<file path="config.mk">
export PLATFORM = sky130hd
export DESIGN_NAME = exec_multiplier
export DESIGN_NICKNAME = d
export VERILOG_FILES = /design/src/rtl/riscv_defines.sv /design/src/rtl/exec_multiplier.sv
export SDC_FILE = /design/constraint.sdc
export NUM_CORES = 1
export LEC_CHECK = 0
export BUFFER_PORTS_ARGS = -buffer_cell sky130_fd_sc_hd__buf_2
export CAP_MARGIN = 20
export CELL_PAD_IN_SITES_DETAIL_PLACEMENT = 1
export CELL_PAD_IN_SITES_GLOBAL_PLACEMENT = 2
export CORE_MARGIN = 4
export CORE_UTILIZATION = 38
export DETAILED_ROUTE_END_ITERATION = 12
export PLACE_DENSITY_LB_ADDON = 0.1
export SETUP_SLACK_MARGIN = 0.02
export SLEW_MARGIN = 20
export SYNTH_ARGS = -nofsm -noshare
export SYNTH_HDL_FRONTEND = slang
export SYNTH_SLANG_ARGS = --single-unit
export TNS_END_PERCENT = 20
</file>
<file path="constraint.sdc">
create_clock -name clk -period 4.9 [get_ports clk]
set_input_delay 0 -clock clk [delete_from_list [all_inputs] [get_ports clk]]
set_output_delay 0 -clock clk [all_outputs]
set_load 0.01 [all_outputs]
</file>
<file path="src/rtl/riscv_defines.sv">
// Shared RISC-V execute-stage definitions: operation classes, ALU controls
// and the iteration count of the shift-add multiplier.
package riscv_defines;

    localparam int unsigned XLEN            = 32;
    localparam int unsigned MUL_SHIFT_COUNT = 32;
    localparam int unsigned MUL_CNT_W       = $clog2(MUL_SHIFT_COUNT);

    typedef enum logic [2:0] {
        ALUOP_ALU    = 3'd0,
        ALUOP_BRANCH = 3'd1,
        ALUOP_LOAD   = 3'd2,
        ALUOP_STORE  = 3'd3,
        ALUOP_MUL    = 3'd4,
        ALUOP_DIV    = 3'd5
    } aluop_t;

    typedef enum logic [4:0] {
        ALU_ADD    = 5'd0,
        ALU_SUB    = 5'd1,
        ALU_AND    = 5'd2,
        ALU_OR     = 5'd3,
        ALU_XOR    = 5'd4,
        ALU_SLL    = 5'd5,
        ALU_SRL    = 5'd6,
        ALU_SRA    = 5'd7,
        ALU_SLT    = 5'd8,
        ALU_SLTU   = 5'd9,
        ALU_MUL    = 5'd16,
        ALU_MULH   = 5'd17,
        ALU_MULHSU = 5'd18,
        ALU_MULHU  = 5'd19
    } alucontrol_t;

endpackage

</file>
<file path="src/rtl/exec_multiplier.sv">
// Iterative radix-2 shift-add multiplier for the RV32M MUL/MULH/MULHSU/MULHU
// group: sign/magnitude operands, 32 add-shift steps, one-cycle valid pulse.
module exec_multiplier
    import riscv_defines::*;
(
    input  logic        clk,
    input  logic        rst,
    input  logic        flush,
    input  logic        ex_fire,
    input  aluop_t      aluop,
    input  alucontrol_t alucontrol,
    input  logic [31:0] in_a,
    input  logic [31:0] in_b,
    output logic        mul_busy,
    output logic        mul_valid,
    output logic [31:0] mulresult
);

    typedef enum logic [1:0] {
        ST_IDLE  = 2'd0,
        ST_BUSY  = 2'd1,
        ST_FINAL = 2'd2
    } mul_state_t;

    mul_state_t            state_q, state_d;
    logic [MUL_CNT_W-1:0]  cnt_q, cnt_d;
    logic [2*XLEN-1:0]     acc_q, acc_d;
    logic [XLEN-1:0]       mcand_q, mcand_d;
    logic [XLEN-1:0]       mplier_q, mplier_d;
    logic                  sign_q, sign_d;
    alucontrol_t           op_q, op_d;
    logic                  valid_d;
    logic [XLEN-1:0]       result_d;

    logic                  launch_c;
    logic                  a_signed_c, b_signed_c;
    logic                  a_neg_c, b_neg_c;
    logic [XLEN-1:0]       mag_a_c, mag_b_c;
    logic [XLEN:0]         sum_c;
    logic [2*XLEN-1:0]     product_c;
    logic [XLEN-1:0]       select_c;

    assign launch_c = ex_fire && (aluop == ALUOP_MUL);

    // Operand signedness and magnitudes; 0x80000000 maps onto itself as unsigned.
    always_comb begin
        a_signed_c = (alucontrol != ALU_MULHU);
        b_signed_c = (alucontrol == ALU_MUL) || (alucontrol == ALU_MULH);
        a_neg_c    = a_signed_c && in_a[XLEN-1];
        b_neg_c    = b_signed_c && in_b[XLEN-1];
        mag_a_c    = a_neg_c ? XLEN'(~in_a + XLEN'(1)) : in_a;
        mag_b_c    = b_neg_c ? XLEN'(~in_b + XLEN'(1)) : in_b;
    end

    // One partial-product step; the 33-bit sum keeps the carry into the shift.
    assign sum_c = {1'b0, acc_q[2*XLEN-1:XLEN]}
                 + (mplier_q[0] ? {1'b0, mcand_q} : (XLEN+1)'(0));

    // Sign is applied once, on the finished magnitude product.
    always_comb begin
        product_c = sign_q ? (2*XLEN)'(~acc_q + (2*XLEN)'(1)) : acc_q;
        select_c  = (op_q == ALU_MUL) ? product_c[XLEN-1:0]
                                      : product_c[2*XLEN-1:XLEN];
    end

    // Next-state and datapath update.
    always_comb begin
        state_d  = state_q;
        cnt_d    = cnt_q;
        acc_d    = acc_q;
        mcand_d  = mcand_q;
        mplier_d = mplier_q;
        sign_d   = sign_q;
        op_d     = op_q;
        valid_d  = 1'b0;
        result_d = mulresult;

        if (flush) begin
            state_d = ST_IDLE;
            cnt_d   = '0;
            acc_d   = '0;
        end else if (launch_c) begin
            state_d  = ST_BUSY;
            cnt_d    = '0;
            acc_d    = '0;
            mcand_d  = mag_a_c;
            mplier_d = mag_b_c;
            sign_d   = a_neg_c ^ b_neg_c;
            op_d     = alucontrol;
        end else begin
            case (state_q)
                ST_BUSY: begin
                    acc_d    = {sum_c, acc_q[XLEN-1:1]};
                    mplier_d = {1'b0, mplier_q[XLEN-1:1]};
                    if (cnt_q == MUL_CNT_W'(MUL_SHIFT_COUNT - 1)) begin
                        state_d = ST_FINAL;
                        cnt_d   = '0;
                    end else begin
                        cnt_d = MUL_CNT_W'(cnt_q + MUL_CNT_W'(1));
                    end
                end
                ST_FINAL: begin
                    state_d  = ST_IDLE;
                    valid_d  = 1'b1;
                    result_d = select_c;
                end
                default: state_d = ST_IDLE;
            endcase
        end
    end

    always_ff @(posedge clk) begin
        if (rst) begin
            state_q   <= ST_IDLE;
            cnt_q     <= '0;
            acc_q     <= '0;
            mcand_q   <= '0;
            mplier_q  <= '0;
            sign_q    <= 1'b0;
            op_q      <= ALU_MUL;
            mul_busy  <= 1'b0;
            mul_valid <= 1'b0;
            mulresult <= '0;
        end else begin
            state_q   <= state_d;
            cnt_q     <= cnt_d;
            acc_q     <= acc_d;
            mcand_q   <= mcand_d;
            mplier_q  <= mplier_d;
            sign_q    <= sign_d;
            op_q      <= op_d;
            mul_busy  <= (state_d == ST_BUSY);
            mul_valid <= valid_d;
            mulresult <= result_d;
        end
    end

endmodule

</file>
==> flow_summary.json <==
{
  "die_w_um": 181,
  "grt_pass1_wl_um": 63600,
  "min_path_type": "primary input to flip-flop",
  "setup_viol": 0,
  "max_slew_margin_pct": 31.2,
  "p_leak_nw": 5.06,
  "criticalPathCategory": "flip-flop to flip-flop",
  "fp-row-count": 63,
  "path_buf_inv": 0,
  "dpl_cell_area_um2": 12200,
  "outcome": "completed",
  "netlist.top_cell.by_area": "dfxtp_1",
  "clk_path_buf_depth": 2,
  "skew_ns": 0.0144,
  "drc": 0,
  "cp.arrival_ns": 4.50,
  "synth_cell_types": 75,
  "critPathTopFamily": "compound AO/OA/AOI/OAI gates",
  "power_w": 0.00312,
  "period_needed_ns": 4.12,
  "fin_cells": 2003,
  "synth_top_cell_area_share_pct": 30.8,
  "grt_max_degree": 89,
  "h-tree-depth": 4,
  "wl_per_cell_um": 19.5,
  "track_usage_pct": 23.5,
  "crit_required_ns": 5.28,
  "gp_congestion": 0.891,
  "ant_nets": 0,
  "cp_max_fo": 33,
  "hold_viol": 0,
  "first_pass_iters": 5,
  "drv_cap": 0,
  "routed_wirelength_um": 39100,
  "drt_iter0_drc": 619,
  "clk_latency_ns": 0.44,
  "cts_setup_buffers": 0,
  "syn_area_per_cell_um2": 7.51,
  "worstPathCellList": "and2_1 -> ha_1 -> a21oi_1 -> nand4b_1 -> a2111oi_0 -> nor3_1 -> a2111oi_0 -> o21ai_0 -> a2111oi_0 -> nand3b_1",
  "whs_ns": 0.0133,
  "synth_nets": 1629,
  "place_hpwl_um": 28600,
  "critical_path.most_common_cell": "a2111oi_0",
  "numCtsBuffers": 17,
  "antenna_found_initial": 0,
  "synth_common_cells": "nand2_1 (204), dfxtp_1 (175), a21oi_1 (162), nor2_1 (143), clkbuf_1 (82)",
  "nets": 1716,
  "numClockSinks": 175,
  "setup-tns-final_ns": 0,
  "fillers": 3666,
  "die_y_um": 181,
  "drive_above_1_share_pct": 11.5,
  "cts_root_buffer": "clkbuf_16",
  "grt_overflow": 0,
  "netlist_instances": 1515,
  "irDropWorstVdd_mv": 0.243,
  "vias": 11463,
  "fin_area_um2": 13200,
  "synthFlopType": "dfxtp_1",
  "max_freq_ghz": 0.243,
  "core_um2": 29600,
  "synth-edff-count": 0,
  "ys_seq_area_share_pct": 30.8,
  "io_buffers": 109,
  "start_util_pct": 38.5,
  "dp_cells": 1930,
  "via_per_inst": 5.72,
  "synthToLayoutAreaGrowth_pct": 16.1,
  "synth_area_leaders": "dfxtp_1 (31%), a21oi_1 (7.1%), nand2_1 (6.7%)",
  "dieArea_um2": 32800,
  "yosys_warnings": 0,
  "cts_tree": "built",
  "synth-seq-cells": 175,
  "antenna_cells": 0,
  "tightest_slew_ns": 1.03,
  "slew_viol_final": 0,
  "synthArstFlopShare_pct": 0,
  "path_clk_slew_ns": 0.08,
  "synth.most_common_cell": "nand2_1",
  "first_global_vias": 11556,
  "p_per_area_nw_per_um2": 236,
  "start_kind": "flip-flop",
  "finalCritPeriodShare_pct": 84.1,
  "grt_setup_unrepaired": "false",
  "worstSetupEndpointType": "flip-flop",
  "synth_area_um2": 11400,
  "ioPinCount": 110,
  "critPathSlowestCell": "dfxtp_1",
  "slowest_delay_ns": 0.84
}
-- placed cells by master, fill, tap and decap left out, types with 5 or more instances in the layout --
cell type      Yosys  layout
a211oi_1          47      47
a21o_1            21      21
a21oi_1          162     162
a22o_1             5       5
a22oi_1            8       8
a311oi_1           7       7
a31oi_1            8       8
and2_1            38      38
and3_1             8       7
buf_2              2     109
buf_4              1      15
clkbuf_16          0      17
dfxtp_1          175     174
dlygate4sd3_1      0      43
ha_1              37      37
inv_1             20      20
mux2i_1            7       7
nand2_1          204     204
nand2b_1          12      11
nand3_1           39      39
nand3b_1           9       9
nand4_1            8       8
nor2_1           143     141
nor2b_1            6       5
nor3_1            52      50
nor4_1            21      21
o211ai_1           8       8
o21ai_0           77      77
o21bai_1          10      10
o221ai_1           7       7
o31ai_1           25      25
o41ai_1           17      17
or2_2              5       5
or3_1             21      20
or4_1             18      18
xnor2_1           54      54
xor2_1            67      67
-- cells by family after synthesis --
family,share of synthesized area (%)
xor+xnor,9.32
simple gates,25.5
buf+inv,3.99
mux,0.715
compound gates,25.4
flops,30.8
fa+ha+maj,4.25
-- routing by layer --
metal,vias up,track usage [%],share of wire (%)
li1,5655,-,-
met1,5563,32.4,48
met2,210,39.1,46
met3,35,2.92,3.4
met4,0,5.94,1.7
met5,-,0,0
-- registers in the layout (all words and copies together) (netlist names), 2 cells and up --
signal     count
mcand_q       32
cnt_q          5
state_q        2
mulresult     32
acc_q         64
mplier_q      32
op_q           5
-- repair_timing --
item	CTS	global route
gates resized for setup	0	0
hold buffers	43	0
hold endpoints to repair	48	0
-- final timing paths --
| check | from | to | slack, ns | depth (start not counted) |
|---|---|---|---|---|
| max | mplier_q[0]$_SDFFE_PP0P_ | acc_q[56]$_SDFFE_PP0P_ | 0.78 | 10 |
| min | in_a[8] | mcand_q[8]$_SDFFE_PP0P_ | 0.01 | 3 |
| max reg2reg | mplier_q[0]$_SDFFE_PP0P_ | acc_q[56]$_SDFFE_PP0P_ | 0.78 | 10 |
| min reg2reg | mulresult[16]$_SDFFE_PP0P_ | mulresult[16]$_SDFFE_PP0P_ | 0.46 | 2 |
-- stage by stage --
| step | setup WS, ns | util, % |
|---|---|---|
| after floorplan | 1.68 | - |
| after global placement | 1.08 | 41.2 |
| after detailed placement | 0.786 | 41.2 |
| after CTS | 0.717 | 44.7 |
| after global routing | 0.440 | 44.7 |
| final | 0.777 | 44.7 |
-- worst register-to-register path: cells and delay by family (launching register included) --
kind	cells	cell delay, ns
AO/OA/AOI/OAI	5	2.18
adder cells (fa/ha/maj)	1	0.21
flip-flops	1	0.84
AND/OR/NAND/NOR	4	0.83
-- report_power, final --
part / leakage (nW) / total, W / internal (W) / switching (W)
clock network: 0.285 / 0.00143 / 0.000826 / 0.000600
logic: 3.36 / 0.000248 / 0.0000959 / 0.000152
registers: 1.41 / 0.00144 / 0.00143 / 0.00000909
total: 5.06 / 0.00312 / 0.00236 / 0.000761
-- layout make-up --
class	instances	area, um2	share of cell area, %
multi-input combinational	1221	7450	56.4
sequential	175	3500	26.5
timing repair buffer	167	1090	8.24
tap	390	488	3.69
clock buffer	21	460	3.49
clock inverter	9	136	1.03
inverter	20	75.1	0.568
Note: power is estimated with default switching activity, not from simulation.
